<file path="config.mk">
export PLATFORM = sky130hd
export DESIGN_NAME = ibex_x_mem_responder
export DESIGN_NICKNAME = d
export VERILOG_FILES = /design/src/rtl/ibex_pkg.sv /design/src/rtl/ibex_x_mem_align.sv /design/src/rtl/ibex_x_mem_responder.sv
export SDC_FILE = /design/constraint.sdc
export NUM_CORES = 1
export LEC_CHECK = 0
export CAP_MARGIN = 10
export CORE_ASPECT_RATIO = 0.5
export CORE_UTILIZATION = 43
export DETAILED_ROUTE_END_ITERATION = 8
export PLACE_DENSITY = 0.85
export SETUP_SLACK_MARGIN = 0.5
export SLEW_MARGIN = 20
export SYNTH_ARGS = -nofsm -noshare
export SYNTH_HDL_FRONTEND = slang
export SYNTH_SLANG_ARGS = --single-unit
</file>
<file path="constraint.sdc">
create_clock -name clk_i -period 2.7 [get_ports clk_i]
set_input_delay 0.27 -clock clk_i [delete_from_list [all_inputs] [get_ports clk_i]]
set_output_delay 0.27 -clock clk_i [all_outputs]
set_load 0.1 [all_outputs]
</file>
<file path="src/rtl/ibex_pkg.sv">
// ibex_pkg (slice)
// Shared types and constants for the CV-X-IF memory interface as seen by
// the Ibex core. Only the parts used by the X-IF memory responder live here.
//   x_mem_req_t    : coprocessor memory request (id, addr, mode, we, size,
//                    be, attr, wdata, last, spec)
//   x_mem_resp_t   : synchronous response to an accepted request
//   x_mem_result_t : asynchronous result returned after the bus access
package ibex_pkg;

    parameter int unsigned X_ID_WIDTH = 4;

    typedef struct packed {
        logic [X_ID_WIDTH-1:0] id;
        logic [31:0]           addr;
        logic [1:0]            mode;
        logic                  we;
        logic [2:0]            size;
        logic [3:0]            be;
        logic [1:0]            attr;
        logic [31:0]           wdata;
        logic                  last;
        logic                  spec;
    } x_mem_req_t;

    typedef struct packed {
        logic       exc;
        logic [5:0] exccode;
        logic       dbg;
    } x_mem_resp_t;

    typedef struct packed {
        logic [X_ID_WIDTH-1:0] id;
        logic [31:0]           rdata;
        logic                  err;
        logic                  dbg;
    } x_mem_result_t;

    // Synchronous exception causes raised on the X-IF memory response.
    localparam logic [5:0] EXC_CAUSE_LOAD_ADDR_MISALIGNED  = 6'd4;
    localparam logic [5:0] EXC_CAUSE_LOAD_ACCESS_FAULT     = 6'd5;
    localparam logic [5:0] EXC_CAUSE_STORE_ADDR_MISALIGNED = 6'd6;
    localparam logic [5:0] EXC_CAUSE_STORE_ACCESS_FAULT    = 6'd7;

endpackage

</file>
<file path="src/rtl/ibex_x_mem_align.sv">
// ibex_x_mem_align
// Purely combinational byte-lane logic for sub-word accesses.
//   req_offset_i / req_size_i / req_wdata_i : request side, gives be_o,
//       lane-steered wdata_o and the misaligned_o flag
//   rsp_offset_i / rsp_rdata_i              : response side, gives rdata_o
//       shifted down so the addressed byte lands in bits [7:0]
module ibex_x_mem_align (
    input  logic [1:0]  req_offset_i,
    input  logic [2:0]  req_size_i,
    input  logic [31:0] req_wdata_i,
    output logic [3:0]  be_o,
    output logic [31:0] wdata_o,
    output logic        misaligned_o,
    input  logic [1:0]  rsp_offset_i,
    input  logic [31:0] rsp_rdata_i,
    output logic [31:0] rdata_o
);

    always_comb begin
        be_o = 4'b0000;
        case (req_size_i)
            3'd0:    be_o = 4'b0001 << req_offset_i;
            3'd1:    be_o = 4'b0011 << req_offset_i;
            3'd2:    be_o = 4'b1111;
            default: be_o = 4'b0000;
        endcase
    end

    // Sizes above a word are never legal on a 32-bit bus.
    assign misaligned_o = ((req_size_i == 3'd1) && req_offset_i[0]) ||
                          ((req_size_i == 3'd2) && (req_offset_i != 2'b00)) ||
                          (req_size_i >= 3'd3);

    assign wdata_o = req_wdata_i << {req_offset_i, 3'b000};
    assign rdata_o = rsp_rdata_i >> {rsp_offset_i, 3'b000};

endmodule

</file>
<file path="src/rtl/ibex_x_mem_responder.sv">
// ibex_x_mem_responder
// Core-side responder for the CV-X-IF memory / memory-result interfaces.
// Serves one coprocessor load/store at a time on the Ibex data bus.
//   clk_i, rst_ni            : clock, asynchronous active-low reset
//   x_mem_valid_i/ready_o    : request handshake, x_mem_req_i payload
//   x_mem_resp_o             : exception info, valid only while valid&&ready
//   x_mem_result_valid_o/_o  : one-cycle result pulse (no back-pressure)
//   data_*                   : Ibex data bus (req/gnt, then rvalid)
//
// Handshakes: a request transfers in the cycle x_mem_valid_i && x_mem_ready_o;
// ready is only offered in IDLE and never for a speculative request, so a
// killed request that is withdrawn simply never transfers. On the bus side
// data_req_o and its payload are held until data_gnt_i, and exactly one
// data_rvalid_i is expected in a later cycle.
module ibex_x_mem_responder
    import ibex_pkg::*;
#(
    parameter logic [31:0] MemBase = 32'h0000_0000,
    parameter logic [31:0] MemSize = 32'h0010_0000
) (
    input  logic          clk_i,
    input  logic          rst_ni,
    input  logic          x_mem_valid_i,
    output logic          x_mem_ready_o,
    input  x_mem_req_t    x_mem_req_i,
    output x_mem_resp_t   x_mem_resp_o,
    output logic          x_mem_result_valid_o,
    output x_mem_result_t x_mem_result_o,
    output logic          data_req_o,
    input  logic          data_gnt_i,
    input  logic          data_rvalid_i,
    output logic [31:0]   data_addr_o,
    output logic          data_we_o,
    output logic [3:0]    data_be_o,
    output logic [31:0]   data_wdata_o,
    input  logic [31:0]   data_rdata_i,
    input  logic          data_err_i
);

    typedef enum logic [1:0] {IDLE, BUS_REQ, BUS_WAIT, RESULT} state_e;

    state_e                state_q, state_d;
    logic [X_ID_WIDTH-1:0] id_q;
    logic                  we_q;
    logic [1:0]            offset_q;
    logic [29:0]           addr_q;
    logic [3:0]            be_q;
    logic [31:0]           wdata_q;
    logic [31:0]           rdata_q;
    logic                  err_q;

    logic        accept, start, misaligned, out_of_range, exc;
    logic [3:0]  be_steered;
    logic [31:0] wdata_steered, rdata_shifted, addr_rel;
    logic [5:0]  exccode;
    logic        unused_inputs;

    assign unused_inputs = ^{x_mem_req_i.mode, x_mem_req_i.attr, x_mem_req_i.last, x_mem_req_i.be};

    ibex_x_mem_align u_align (
        .req_offset_i (x_mem_req_i.addr[1:0]),
        .req_size_i   (x_mem_req_i.size),
        .req_wdata_i  (x_mem_req_i.wdata),
        .be_o         (be_steered),
        .wdata_o      (wdata_steered),
        .misaligned_o (misaligned),
        .rsp_offset_i (offset_q),
        .rsp_rdata_i  (data_rdata_i),
        .rdata_o      (rdata_shifted)
    );

    // Unsigned wrap makes addresses below MemBase land far above MemSize.
    assign addr_rel     = x_mem_req_i.addr - MemBase;
    assign out_of_range = (addr_rel >= MemSize);
    assign exc          = misaligned || out_of_range;

    assign accept = (state_q == IDLE) && x_mem_valid_i && !x_mem_req_i.spec;
    assign start  = accept && !exc;

    // Misaligned takes priority over out-of-range.
    always_comb begin
        exccode = '0;
        if (misaligned) begin
            exccode = x_mem_req_i.we ? EXC_CAUSE_STORE_ADDR_MISALIGNED : EXC_CAUSE_LOAD_ADDR_MISALIGNED;
        end else if (out_of_range) begin
            exccode = x_mem_req_i.we ? EXC_CAUSE_STORE_ACCESS_FAULT : EXC_CAUSE_LOAD_ACCESS_FAULT;
        end
    end

    // State register
    always_ff @(posedge clk_i or negedge rst_ni) begin
        if (!rst_ni) begin
            state_q <= IDLE;
        end else begin
            state_q <= state_d;
        end
    end

    // Next-state logic
    always_comb begin
        state_d = state_q;
        case (state_q)
            IDLE:     if (start) state_d = BUS_REQ;
            BUS_REQ:  if (data_gnt_i) state_d = BUS_WAIT;
            BUS_WAIT: if (data_rvalid_i) state_d = RESULT;
            RESULT:   state_d = IDLE;
            default:  state_d = IDLE;
        endcase
    end

    // Output logic: bus and result payloads come from registers only.
    always_comb begin
        x_mem_ready_o        = accept;
        x_mem_resp_o         = '0;
        data_req_o           = 1'b0;
        data_addr_o          = '0;
        data_we_o            = 1'b0;
        data_be_o            = '0;
        data_wdata_o         = '0;
        x_mem_result_valid_o = 1'b0;
        x_mem_result_o       = '0;
        if (accept && exc) begin
            x_mem_resp_o.exc     = 1'b1;
            x_mem_resp_o.exccode = exccode;
        end
        if (state_q == BUS_REQ) begin
            data_req_o   = 1'b1;
            data_addr_o  = {addr_q, 2'b00};
            data_we_o    = we_q;
            data_be_o    = be_q;
            data_wdata_o = wdata_q;
        end
        if (state_q == RESULT) begin
            x_mem_result_valid_o = 1'b1;
            x_mem_result_o.id    = id_q;
            x_mem_result_o.rdata = rdata_q;
            x_mem_result_o.err   = err_q;
        end
    end

    // Access context, captured on accept and on the bus response.
    always_ff @(posedge clk_i or negedge rst_ni) begin
        if (!rst_ni) begin
            id_q     <= '0;
            we_q     <= 1'b0;
            offset_q <= '0;
            addr_q   <= '0;
            be_q     <= '0;
            wdata_q  <= '0;
            rdata_q  <= '0;
            err_q    <= 1'b0;
        end else begin
            if (start) begin
                id_q     <= x_mem_req_i.id;
                we_q     <= x_mem_req_i.we;
                offset_q <= x_mem_req_i.addr[1:0];
                addr_q   <= x_mem_req_i.addr[31:2];
                be_q     <= be_steered;
                wdata_q  <= wdata_steered;
            end
            if ((state_q == BUS_WAIT) && data_rvalid_i) begin
                rdata_q <= we_q ? 32'h0 : rdata_shifted;
                err_q   <= data_err_i;
            end
        end
    end

endmodule

</file>
* Word-level counts from Yosys, hierarchy flattened *
Index checks and enable logic that the tools add are counted.

cells by class
  equality and inequality tests = 8
  reduce and logical (&&, ||, !) cells = 16
  shift operators = 4
  multiplexer cells = 18
  order comparisons = 2

operators with widths
  kind                    count
  $mux W32                3
  $mux W37                1
  $ge A32 B21 Y1 const B  1
  $shl A32 B5 Y32         1
  $shr A32 B5 Y32         1
  $pmux W4 S3             1
  $mux W2                 5
  $pmux W2 S4             1
  $logic_and A1 B1 Y1     7
  $mux W7                 1
  $mux W6                 1
  $ne A2 B2 Y1 const B    3
  $eq A2 B2 Y1 const B    2
  $mux W4                 1
  $shl A1 B2 Y4 const A   1
  $shl A2 B2 Y4 const A   1
  $eq A3 B1 Y1 const B    1
  $eq A3 B2 Y1 const B    1
  $ge A3 B2 Y1 const B    1
  $logic_not A3 Y1        1
  $logic_or A1 B1 Y1      3
  $mux W1                 3
  $mux W3                 1
  $reduce_and A3 Y1       1
  other kinds (4)         5

storage, ports and cells
  register bits after elaboration = 108
  output and inout bits = 118
  input port bits = 120

* Longest topological paths before layout *
Gate-level depths: netlist of run 1.

  depth in word-level cells = 9
  depth in mapped cells = 9
  depth with buffers taken out = 7

* Cells and area by module *
From an unflattened synthesis of run 1, not the netlist that was laid out.

second synthesis, totals
  cell total of the unflattened synthesis = 590
  area total of the unflattened synthesis = 6224.7 um2

by module, submodules not included
  module                area an instance (um2)  times used  cells an instance  seq. area each (um2)
  ibex_x_mem_responder  4991.0                  1           443                2702.6
  ibex_x_mem_align      1233.7                  1           147                0.0

* Worst setup path before layout of run 1 *
No wires, ideal clock.

  path type = flip-flop to output port
  start point = register state_q[0]
  end point = output x_mem_resp_o[2] (netlist bit)
  arrival time = 3209 ps
  setup slack = -779 ps
  cell stages (with the launch flop) = 6
  path buffers = 0
  cell sequence = dfrtp_1 inv_1 ha_1 nand3b_1 a21oi_1 and2_1

RTL lines
  element                   line                        source
  start: declaration        ibex_x_mem_responder.sv:42  state_e state_q, state_d;
  start signal: assignment  ibex_x_mem_responder.sv:95  state_q <= state_d;
  end: declaration          ibex_x_mem_responder.sv:26  output x_mem_resp_t x_mem_resp_o,

==> results.ini, run 1 <==
[clock_network]
cts_buffers=9
cts_sinks=108
h-tree-depth=3
cts_buffer_depth=2
cts_tree=yes
cts_root_buf=clkbuf_16
cts_hold_buffers=0
path_clk_slew_ns=0.07
clk_latency_ns=0.34

[yosys]
synth_top_area_share_pct=47.3
syn_avg_cell_area_sq_um=8.88
synth-edff-count=0
synthArstFlopShare_pct=100
yosys.area.top_type=dfrtp_1
synth_cell_types=33
synth_area_leaders=dfrtp_1 (47%), and2_1 (13%), nand2_1 (11%)
ys_ff_latch=108
syn_inst=643
yosys_warnings=0
ys_seq_area_share_pct=47.3
syn_area_sq_mm=0.00571
synth_ff_type=dfrtp_1

[global_route]
gr-total-overflow=0
grt.total_usage_pct=24.8
grt_first_pass_wirelength_um=26500
grt_pass1_vias=5239
antenna_found_initial=0
grt_max_degree=70

[timing]
hold_ws_ns=-0.0153
max_freq_mhz=467
rsz0062_at_grt=yes
setup_viol=0
maxSlewHeadroom_pct=48.2
worst_pin_slew_ns=0.778
drv_slew=0
hold_viol_final=6
min_period_ns=2.14
finalClockSkew_ns=0.00642
fin_tns_setup_ns=0
period_share_pct=79.3

[hold_path]
hold_path.class=in2async

[floorplanning]
coreArea_sq_mm=0.0128
dieArea_sq_mm=0.0138
die_y_um=83.5
ios=238
fp-row-count=29
initial_core_util_pct=44.6
die_x_um=165

[place]
gp_congestion=0.858
dpl_cell_area_sq_mm=0.00882
io_buffers=221
hpwl_um=12200

[layout]
antennaDiodeCount=0
drive_above_1_share_pct=29.5
nets=967
layout_commonest_cell=nand2_1
multi_input_area_sq_mm=0.00296
num-fill-cells=895
area_growth_pct=60.9
layout_common_cells=nand2_1 (160), clkdlybuf4s50_1 (109), dfrtp_1 (108)
seqCellArea_sq_mm=0.00270
stdcell_area_sq_mm=0.00918

[drt]
drcViolationCount=0
dr.first_iter.drc_count=304
ant_nets=0
num_vias=5309
firstDrtPassIters=4
wl_um=17200
post_drt_wl_per_cell_um=16.9
routed_via_density=5.22

[critical_path]
start_kind=flop
cp_data_arrival_time_ns=1.87
rr_startpoint=state_q[0]
crit_start=state_q[1]
path_class=reg2out
endpoint_kind=output pin
cp.required_ns=2.43
critPathMaxFanout=4

[job]
drv_cap=0

[power_and_ir_drop]
leakagePower_nw=4.22
cellPowerDensity_mw_per_mm2=666
ir_drop_mv=0.878

[run_status]
run_status=finished, violations left
violations=negative hold slack

[per-stage QoR]
stage | util (%) | instances | hold slack (ns) | setup slack, ns | total power (W)
finish | 71.7 | 1017 | -0.0153 | 0.558 | 0.00612
global route | 71.7 | 1017 | 0.0416 | 0.447 | 0.00637
floorplan | - | 649 | -0.0256 | 0.128 | 0.00400
detailed placement | 68.9 | 998 | 0.402 | 0.263 | 0.00477
global placement | 68.9 | 998 | 0.386 | 0.351 | 0.00469
CTS | 71.4 | 1015 | 0.0214 | 0.477 | 0.00614
[logic make-up after synthesis]
family	count (synthesis)	synth area share [%]
flip-flops	108	47.3
AND/OR/NAND/NOR	324	27.8
adder cells (fa/ha/maj)	5	1.10
other	1	0.0657
multiplexers	35	6.18
buffers and inverters	59	4.49
AO/OA/AOI/OAI	111	13.0
[path summary, 6_finish.rpt]
kind	endpoint	slack, ns	cells past startpoint
setup / recovery	x_mem_resp_o[2]	0.56	7
hold / removal	wdata_q[6]	-0.02	1
setup reg to reg	rdata_q[29]	0.67	6
hold reg to reg	addr_q[12]	0.47	2
max in group asynchronous	rdata_q[28]	1.93	2
min in group clk_i	addr_q[8]	0.46	3
[repair_timing]
item	CTS	global route
setup buffers	1	2
gates resized for setup	3	4
pin swaps	1	2
endpoints found under the setup margin	20	36
endpoints found under the hold margin	0	0
[final cells by class]
type | count | share of cell area (%)
clock buffer | 11 | 2.64
clock inverter | 5 | 0.668
timing repair buffer | 236 | 32.5
tap | 170 | 2.32
sequential | 108 | 29.4
multi-input combinational | 482 | 32.3
inverter | 5 | 0.204
[synth_stat cells (all sizes together) (3+ instances only)]
cell type and count:
inv 5, a32o 8, o21ai 36, nor2b 21, ha 5, clkbuf 38
a21oi 23, nand2 160, a22o 16, o31ai 9, nor2 15, nor4 3
buf 16, a211oi 8, a211o 8, dfrtp 108, mux2i 33, and2 117
[registers in the layout (all words and copies together) (netlist names)]
name / count
rdata_q: 32
wdata_q: 32
addr_q: 30
be_q: 4
id_q: 4
offset_q: 2
state_q: 2
err_q: 1
we_q: 1
[critical path, stage by stage (launching register included)]
cell	delay, ns
dfrtp_1	0.44
inv_1	0.14
ha_2	0.21
nand3b_1	0.08
buf_4	0.17
a21oi_4	0.12
and2_1	0.19
buf_12	0.18
[per-layer routing]
metal  wire, um  global-route usage [%]  up-vias
met5          0                       0        -
met4        620                    11.3        0
li1           -                       -     2498
met2       8640                    42.9      207
met3        991                    4.42       45
met1       6910                    30.1     2559
[power breakdown]
group / total [W] / switching (W) / internal [W]
logic: 0.00276 / 0.00193 / 0.000837
clock network: 0.00135 / 0.000601 / 0.000747
registers: 0.00201 / 0.000142 / 0.00186
total: 0.00612 / 0.00267 / 0.00345
Power figures use the tool's default switching activity.
==> run 2: changes to the inputs <==
==> constraint.sdc (replaced) <==
create_clock -name clk_i -period 2.22 [get_ports clk_i]
set_input_delay 0.222 -clock clk_i [delete_from_list [all_inputs] [get_ports clk_i]]
set_output_delay 0.222 -clock clk_i [all_outputs]
set_load 0.1 [all_outputs]
==> run 2 against run 1 <==
  * The run ends with negative setup slack left
  * First-iteration DRC count grew to 3.0 times the previous value
  * Core utilization grew 18 points
  * Critical path depth grew 5
  * Setup slack lost 0.58 ns
  * Cell count grew 6.7%
  * Non-clock buffer count grew 67
  * Via count grew 33%
  * Clock power grew 30%
  * Die area is the same
  * Count of clock-buffer cells in the layout shrank 1
  * Wire length grew 89%
  * Clock skew grew 0.0047 ns
  * Critical endpoint is now addr_q[11]
==> results.ini, run 2 (synthesis gave the netlist of run 1 again) <==
[clock_network]
cts_buffers=9  ; unchanged
cts_root_buf=clkbuf_16  ; unchanged
cts_sinks=108  ; unchanged
h-tree-depth=3  ; unchanged
cts_tree=yes  ; unchanged
path_clk_slew_ns=0.08  ; was 0.07 ns
clk_latency_ns=0.36  ; was 0.34 ns
cts_buffer_depth=2  ; unchanged

[drt]
dr.first_iter.drc_count=905  ; was 304
routed_via_density=6.49  ; was 5.22
firstDrtPassIters=5  ; was 4
num_vias=7045  ; was 5,309
post_drt_wl_per_cell_um=29.9  ; was 16.9 um
drcViolationCount=0  ; unchanged
wl_um=32400  ; was 17,200 um
ant_nets=0  ; unchanged

[power_and_ir_drop]
clock_power_share_pct=19.0  ; was 22.0%
ir_drop_mv=1.10  ; was 0.878 mV
p_sw_share_pct=43.6  ; about the same
comb_power_share_pct=54.2  ; was 45.2%
p_sw_w=0.00403  ; was 0.00267 W
seqPwrFrac_pct=26.7  ; was 32.8%
cellPowerDensity_mw_per_mm2=801  ; was 666 mW/mm^2
leakagePower_nw=5.18  ; was 4.22 nW
intPower_w=0.00522  ; was 0.00345 W

[global_route]
grt_pass1_vias=6596  ; was 5,239
grt.total_usage_pct=38.0  ; was 24.8%
grt_max_degree=48  ; was 70
antenna_found_initial=1  ; was 0
grt_first_pass_wirelength_um=38800  ; was 26,500 um
gr-total-overflow=0  ; unchanged

[floorplanning]
ios=238  ; unchanged
die_x_um=165  ; unchanged
die_y_um=83.5  ; unchanged
fp-row-count=29  ; unchanged
dieArea_sq_mm=0.0138  ; unchanged
coreArea_sq_mm=0.0128  ; unchanged
initial_core_util_pct=44.6  ; unchanged

[critical_path]
path_delay_family=buffers and inverters  ; unchanged
r2r_end=addr_q[11]  ; was rdata_q[29]
r2r_setup_slack_ns=-0.02  ; was 0.67 ns
critPathMaxFanout=5  ; was 4
path_class=reg2reg  ; was reg2out
rr_startpoint=state_q[1]  ; was state_q[0]
cp_data_arrival_time_ns=2.47  ; was 1.87 ns
crit_buf_inv=7  ; was 3
endpoint_kind=flop  ; was output pin
start_kind=flop  ; unchanged
crit_chain=inv_4 -> ha_4 -> nand3b_1 -> buf_6 -> clkinvlp_4 -> nand3_4 -> buf_6 -> buf_12 -> buf_12 -> buf_16 -> nand2_1 -> nand2_1  ; was inv_1 -> ha_2 -> nand3b_1 -> buf_4 -> a21oi_4 -> and2_1 -> buf_12
cp.required_ns=2.45  ; was 2.43 ns
cpPeakStageDelay_ns=0.45  ; was 0.44 ns
worstRegToRegCells=12  ; was 6
cpMaxStageDelayCell=dfrtp_2  ; was dfrtp_1

[timing]
fin_ws_ns=-0.0208  ; was 0.558 ns
worst_pin_slew_ns=0.832  ; was 0.778 ns
drv_slew=0  ; unchanged
period_share_pct=101
hold_ws_ns=0.429  ; was -0.0153 ns
setup_viol=1  ; was 0
maxSlewHeadroom_pct=44.4  ; was 48.2%
finalClockSkew_ns=0.0111  ; was 0.00642 ns
hold_viol_final=0  ; was 6
min_period_ns=2.24
rsz0062_at_grt=yes  ; unchanged
max_freq_mhz=446

[place]
io_buffers=221  ; unchanged
hpwl_um=13300  ; was 12,200 um
gp_congestion=0.858  ; about the same
place_inst=1009  ; was 998

[run_status]
violations=negative setup slack  ; was negative hold slack
run_status=finished, violations left  ; unchanged

[hold_path]
hold_path.class=in2async  ; unchanged

[layout]
layout_common_cells=buf_12 (124), dfrtp_1 (106), clkdlybuf4s50_1 (105)  ; was nand2_1 (160), clkdlybuf4s50_1 (109), dfrtp_1 (108)
layout_commonest_cell=buf_12  ; was nand2_1
area_growth_pct=102  ; was 60.9%
num-fill-cells=410  ; was 895
nets=1034  ; was 967
drive_above_1_share_pct=50.3  ; was 29.5%
reg_top3=rdata_q x32, wdata_q x32, addr_q x30  ; unchanged
fin_cells=1085  ; was 1,017

[job]
drv_cap=0  ; unchanged

[run 2: power groups by stage]
stage | Clock, W | Combinational, W | Sequential, W
6_report | 0.00176 | 0.00502 | 0.00247
5_1_grt | 0.00181 | 0.00511 | 0.00250
4_1_cts | 0.00169 | 0.00443 | 0.00244
3_5_place_dp | 0 | 0.00403 | 0.00248
3_3_place_gp | 0 | 0.00397 | 0.00245
2_1_floorplan | 0 | 0.00255 | 0.00241
[run 2: per-layer routing]
layer / global-route usage, % / up-vias / routed length (um)
met2: 61.7 / 741 / 14100
li1: - / 2662 / -
met3: 10.2 / 285 / 3900
met4: 23.6 / 2 / 3000
met5: 0 / - / 50
met1: 44.8 / 3355 / 11300
[run 2: cell type report]
| cell class | instances | area, sq um | share of cell area [%] |
|---|---|---|---|
| Multi-Input combinational cell | 482 | 3660 | 31.7 |
| Inverter | 5 | 27.5 | 0.238 |
| Tap cell | 170 | 213 | 1.84 |
| Clock buffer | 10 | 239 | 2.07 |
| Antenna cell | 1 | 2.50 | 0.0217 |
| Clock inverter | 6 | 68.8 | 0.596 |
| Timing Repair Buffer | 303 | 4620 | 40.0 |
| Sequential cell | 108 | 2710 | 23.4 |
[run 2: worst max path at each step]
| stage | from | end | slack (ns) | cells past startpoint |
|---|---|---|---|---|
| after global placement | x_mem_req_i[46] | state_q[1] | 0.0007 | 6 |
| after CTS | state_q[1] | x_mem_resp_o[2] | 0.29 | 7 |
| after floorplan | state_q[1] | state_q[1] | -0.05 | 7 |
| final | state_q[1] | addr_q[11] | -0.02 | 12 |
| after global routing | state_q[1] | addr_q[11] | 0.02 | 12 |
| after detailed placement | x_mem_req_i[46] | state_q[1] | -0.03 | 6 |
[run 2: worst register-to-register path, delay by kind of cell (launching register included)]
| family | cells | cell delay (ns) |
|---|---|---|
| buffers and inverters | 7 | 1.00 |
| AND/OR/NAND/NOR | 4 | 0.52 |
| flip-flops | 1 | 0.45 |
| adder cells (fa/ha/maj) | 1 | 0.15 |
[run 2: metrics by stage]
stage          power (W)  TNS, ns  cell area (sq um)  worst slack (ns)  utilization [%]
4_1_cts          0.00856        0              10800             0.289             84.4
3_3_place_gp     0.00642        0               9470          0.000684             73.9
6_report         0.00925  -0.0208              11500           -0.0208             90.1
5_1_grt          0.00942        0              11500            0.0192             90.1
2_1_floorplan    0.00496   -0.632               6000           -0.0499                -
3_5_place_dp     0.00651  -0.0326               9470           -0.0326             73.9
[run 2: timing repair]
action                                 in CTS  in global routing
gates cloned                               16                  9
pin swaps                                  46                 64
buffers inserted                           29                  4
resized for setup                         107                138
hold buffers                                1                  0
setup endpoints to repair                 213                202
endpoints found under the hold margin      45                  0
==> run 3: changes to the inputs <==
--- a/config.mk
+++ b/config.mk
@@ -11,7 +11,6 @@
 export DETAILED_ROUTE_END_ITERATION = 8
 export PLACE_DENSITY = 0.85
 export SETUP_SLACK_MARGIN = 0.5
-export SLEW_MARGIN = 20
 export SYNTH_ARGS = -nofsm -noshare
 export SYNTH_HDL_FRONTEND = slang
 export SYNTH_SLANG_ARGS = --single-unit
==> results of run 3 <==
The final DEF is identical to that of run 2; final timing and power are the same.
